<file path="src/rtl/cpu4_loader.sv">
// Program loader and result capture sequencer for the 4-bit accumulator core:
// buffers a 9-byte host frame, drives Reset/LoadCode/LoadData/Run, captures {pc, acc}.
module cpu4_loader (
    input  logic       clk,
    input  logic       rst_n,
    input  logic       in_valid,
    input  logic [7:0] in_data,
    output logic       in_ready,
    input  logic       abort,
    output logic [7:0] cpu_ui,
    input  logic [7:0] cpu_uo,
    output logic       busy,
    output logic       result_valid,
    output logic [6:0] result
);

    typedef enum logic [2:0] {
        IDLE, RST0, CODE, RST1, DATA, RST2, RUN, DONE
    } state_t;

    state_t      state_q, state_d;
    logic [3:0]  cnt_q, cnt_d;
    logic [7:0]  run_n_q, run_n_d;
    logic [7:0]  run_cnt_q, run_cnt_d;
    logic [6:0]  result_q, result_d;
    logic        result_valid_q, result_valid_d;
    logic [5:0]  slot_q [8];
    logic [2:0]  idx;
    logic        accept;
    logic        unused_uo_msb;

    assign idx           = cnt_q[2:0];
    assign accept        = in_valid && (state_q == IDLE);
    assign in_ready      = (state_q == IDLE);
    assign busy          = (state_q != IDLE);
    assign result        = result_q;
    assign result_valid  = result_valid_q;
    assign unused_uo_msb = cpu_uo[7];

    always_ff @(posedge clk) begin
        if (!rst_n) begin
            state_q        <= IDLE;
            cnt_q          <= '0;
            run_n_q        <= '0;
            run_cnt_q      <= '0;
            result_q       <= '0;
            result_valid_q <= 1'b0;
        end else begin
            state_q        <= state_d;
            cnt_q          <= cnt_d;
            run_n_q        <= run_n_d;
            run_cnt_q      <= run_cnt_d;
            result_q       <= result_d;
            result_valid_q <= result_valid_d;
        end
    end

    // Slot buffer is pure datapath; a reset only clears the byte counter.
    always_ff @(posedge clk) begin
        if (rst_n && accept && (cnt_q != 4'd0)) begin
            slot_q[3'(cnt_q - 4'd1)] <= in_data[5:0];
        end
    end

    always_comb begin
        state_d        = state_q;
        cnt_d          = cnt_q;
        run_n_d        = run_n_q;
        run_cnt_d      = run_cnt_q;
        result_d       = result_q;
        result_valid_d = 1'b0;
        cpu_ui         = 8'h00;

        unique case (state_q)
            IDLE: begin
                if (accept) begin
                    if (cnt_q == 4'd0) begin
                        run_n_d = in_data;
                    end
                    if (cnt_q == 4'd8) begin
                        cnt_d   = '0;
                        state_d = RST0;
                    end else begin
                        cnt_d = cnt_q + 4'd1;
                    end
                end
            end
            RST0: begin
                cnt_d   = '0;
                state_d = CODE;
            end
            CODE: begin
                cpu_ui = {2'b00, slot_q[idx][5:4], 4'b0010};
                if (idx == 3'd7) begin
                    cnt_d   = '0;
                    state_d = RST1;
                end else begin
                    cnt_d = cnt_q + 4'd1;
                end
            end
            RST1: begin
                cnt_d   = '0;
                state_d = DATA;
            end
            DATA: begin
                cpu_ui = {slot_q[idx][3:0], 4'b0100};
                if (idx == 3'd7) begin
                    cnt_d   = '0;
                    state_d = RST2;
                end else begin
                    cnt_d = cnt_q + 4'd1;
                end
            end
            RST2: begin
                run_cnt_d = run_n_q;
                state_d   = RUN;
            end
            RUN: begin
                // A count of 0 wraps through 255 down to 1, giving 256 Run cycles.
                cpu_ui    = 8'h06;
                run_cnt_d = run_cnt_q - 8'd1;
                if (abort || (run_cnt_q == 8'd1)) begin
                    state_d = DONE;
                end
            end
            DONE: begin
                result_d       = cpu_uo[6:0];
                result_valid_d = 1'b1;
                state_d        = IDLE;
            end
            default: state_d = IDLE;
        endcase
    end

endmodule
</file>
<file path="config.mk">
export PLATFORM = sky130hd
export DESIGN_NAME = cpu4_loader
export DESIGN_NICKNAME = d
export VERILOG_FILES = /design/src/rtl/cpu4_loader.sv
export SDC_FILE = /design/constraint.sdc
export NUM_CORES = 1
export LEC_CHECK = 0
export CORE_ASPECT_RATIO = 1.25
export CORE_MARGIN = 3
export CORE_UTILIZATION = 56
export DETAILED_ROUTE_END_ITERATION = 8
export PLACE_DENSITY = 0.81
export SYNTH_ARGS = -nofsm -noshare
export SYNTH_HDL_FRONTEND = slang
export SYNTH_SLANG_ARGS = --single-unit
</file>
<file path="constraint.sdc">
create_clock -name clk -period 3 [get_ports clk]
set_clock_uncertainty 0.05 [all_clocks]
set_input_delay 0.3 -clock clk [delete_from_list [all_inputs] [get_ports clk]]
set_output_delay 0.3 -clock clk [all_outputs]
set_load 0.1 [all_outputs]
</file>
==> flow_metrics.env <==
export IMPL_synth_edf_count=48
export IMPL_portBuffers=34
export IMPL_chipHeight_um=95.64
export IMPL_first_pass_iters=4
export IMPL_rsz0062_at_grt="false"
export IMPL_core_mm2=0.006206
export IMPL_startpoint_type="flop"
export IMPL_grt_pass1_wl_mm=11.19
export IMPL_num_vias=2352
export IMPL_yosys_warnings=0
export IMPL_p_per_area_mw_per_mm2=535.1
export IMPL_end_kind="output pin"
export IMPL_vias_per_cell=5.640
export IMPL_finalCritPeriodShare_pct=84.65
export IMPL_r2r_setup_slack_ps=650
export IMPL_drive_above_1_share_pct=18.37
export IMPL_grt_use_total_pct=19.86
export IMPL_power_w=0.002274
export IMPL_ys_types=57
export IMPL_antenna_found_initial=0
export IMPL_hold_path_class="reg2reg"
export IMPL_clock_power_share_pct=38.1
export IMPL_drt_wl_total_mm=6.854
export IMPL_ys_seq_elements=82
export IMPL_fin_setup_tns_ps=0
export IMPL_synth_area_mm2=0.003600
export IMPL_antenna_cells=0
export IMPL_fin_crit_ps=2539
export IMPL_path_cells="nand2b_2, nor2_1, a22oi_1, o211ai_1, buf_12"
export IMPL_status="complete, no violations"
export IMPL_arrival_ps=2190
export IMPL_tightest_slew_ps=637.8
export IMPL_io_pins=38
export IMPL_synth_area_leader_cell="edfxtp_1"
export IMPL_fin_util_pct=68.49
export IMPL_worst_path_buf_inv=1
export IMPL_fin_ws_ps=460.6
export IMPL_netlist_instances=286
export IMPL_startpoint="state_q[1]"
export IMPL_crit_path_max_incr_delay_ps=740
export IMPL_ys_flop_type="edfxtp_1"
export IMPL_crit_slowest_cell="dfxtp_1"
export IMPL_clkSlewWorstSetupHoldPaths_ps=80
export IMPL_avgSynthCellArea_um2=12.59
export IMPL_hpwl_mm=4.811
export IMPL_worstHoldStart="run_n_q[6]"
export IMPL_crit_type="reg2out"
export IMPL_comb_power_share_pct=7.9
export IMPL_hold_slack_ps=452.7
export IMPL_hold_viol=0
export IMPL_grt_pass1_vias=2285
export IMPL_cts_root_buf="clkbuf_8"
export IMPL_synth_area_top_cells="edfxtp_1, dfxtp_1, mux2i_1"
export IMPL_die_area_mm2=0.007432
export IMPL_fin_nets=352
export IMPL_path_delay_family="flip-flops"
export IMPL_p_seq_share_pct=54.0
export IMPL_grt_max_degree=18
export IMPL_insertion_delay_ps=350
export IMPL_p_leak_nw=1.544
export IMPL_async_reset_ff_share_pct=0
export IMPL_floorplan_initialDensity_pct=58.00
export IMPL_drc=0
export IMPL_max_cap_viol_count=0
export IMPL_synth_top_area_share_pct=40.04
export IMPL_synthToLayoutAreaGrowth_pct=18.07
export IMPL_drt_iter0_drc=90
export IMPL_ant_nets=0
export IMPL_tritoncts="built"
export IMPL_crit_fanout=17
export IMPL_clk_path_buf_depth=2
export IMPL_grt_overflow_total=0
export IMPL_clock_sinks=82
export IMPL_hold_buffers=0
export IMPL_synth_most_common_cell="edfxtp_1"
export IMPL_slew_headroom_pct=57.42
export IMPL_critPathRequiredTime_ps=2650
export IMPL_place_congestion=0.8377
export IMPL_place_ws_ps=668.5
export IMPL_setup_violations=0
export IMPL_ctsResizeCount=0
export IMPL_sw_frac_of_total_pct=22.34
export IMPL_die_x_um=77.71
export IMPL_ys_seq_area_share_pct=58.95
export IMPL_p_sw_w=0.0005080
export IMPL_worstReg2RegStart="cnt_q[0]"
export IMPL_wl_per_cell_um=16.44
export IMPL_post_cts_buffers=0
export IMPL_yosys_top_cells_count="edfxtp_1, dfxtp_1, nor2_1"
export IMPL_cts_buffers=9
export IMPL_intPower_w=0.001766
export IMPL_finalMaxSlewViolations=0
export IMPL_maxClockFrequency_mhz=393.8
export IMPL_peakVddDrop_v=0.0003273
export IMPL_row_count=32
export IMPL_htreeDepth=3
-- per-stage QoR --
step / cells / instance area [um2]
6_report: 417 / 4250
5_1_grt: 417 / 4250
4_1_cts: 417 / 4250
3_5_place_dp: 401 / 4033
3_3_place_gp: 401 / 4033
2_1_floorplan: 287 / 3603
-- worst min-delay path: stages, from the launching register on --
cell	delay, ps
dfxtp_1	340
mux2i_1	70
nor2_1	70
-- layout by cell type (no fill, tap or decap), types with 3 or more instances in the layout --
| cell | synthesis | layout |
|---|---|---|
| a211oi_1 | 4 | 4 |
| a21oi_1 | 10 | 10 |
| a22oi_1 | 6 | 6 |
| and2_1 | 4 | 4 |
| buf_12 | 0 | 3 |
| buf_4 | 5 | 22 |
| clkbuf_8 | 0 | 9 |
| clkdlybuf4s50_1 | 0 | 18 |
| dfxtp_1 | 34 | 34 |
| edfxtp_1 | 48 | 48 |
| ha_1 | 5 | 5 |
| inv_1 | 8 | 8 |
| mux2i_1 | 24 | 24 |
| mux4_2 | 8 | 8 |
| nand2_1 | 16 | 16 |
| nand2b_1 | 3 | 3 |
| nand3_1 | 5 | 5 |
| nor2_1 | 30 | 30 |
| nor2b_1 | 4 | 4 |
| nor3_1 | 7 | 7 |
| o21ai_0 | 6 | 6 |
| o21ai_1 | 3 | 3 |
| o22ai_1 | 3 | 3 |
| xnor2_1 | 3 | 3 |
-- layout make-up --
type / count / area, um2
fill: 451 / 1956
sequential: 82 / 2122
multi-input combinational: 181 / 1361
tap: 85 / 106.4
clock inverter: 6 / 90.09
inverter: 10 / 37.54
timing repair buffer: 43 / 405.4
clock buffer: 10 / 127.6
-- sequential cells by signal (all words and copies together), names as in the netlist, named ones only --
signal,count
cnt_q,4
result,7
result_valid,1
run_cnt_q,8
run_n_q,8
slot_q,48
state_q,3
-- power by group through the flow --
stage	logic (W)	registers, W	clock network (W)
after floorplan	0.000127	0.00125	0
after global placement	0.000176	0.00125	0
after detailed placement	0.000180	0.00125	0
after CTS	0.000181	0.00123	0.000881
after global routing	0.000196	0.00123	0.000933
final	0.000179	0.00123	0.000867
-- final timing paths --
check,end,cells after the start
min reg2reg,run_n_q[6],2
min,run_n_q[6],2
max reg2reg,slot_q[0][4],6
max,cpu_ui[5],5
-- kinds of logic after synthesis --
kind of cell,count (synthesis),synth area share (%)
adder cells (fa/ha/maj),5,1.738
buffers and inverters,24,3.336
multiplexers,33,11.99
XOR/XNOR,5,1.217
AO/OA/AOI/OAI,48,9.315
other,1,0.1042
AND/OR/NAND/NOR,88,13.35
flip-flops,82,58.95
-- routing by layer --
metal  up-vias  routed length (um)  GRT usage, %
met5         -                   0             0
met4         0                  85         7.418
met3        10                 341         5.482
met2        69                3635         34.00
met1      1129                2792         23.97
li1       1144                   -             -
Note: power is estimated with default switching activity, not from simulation.
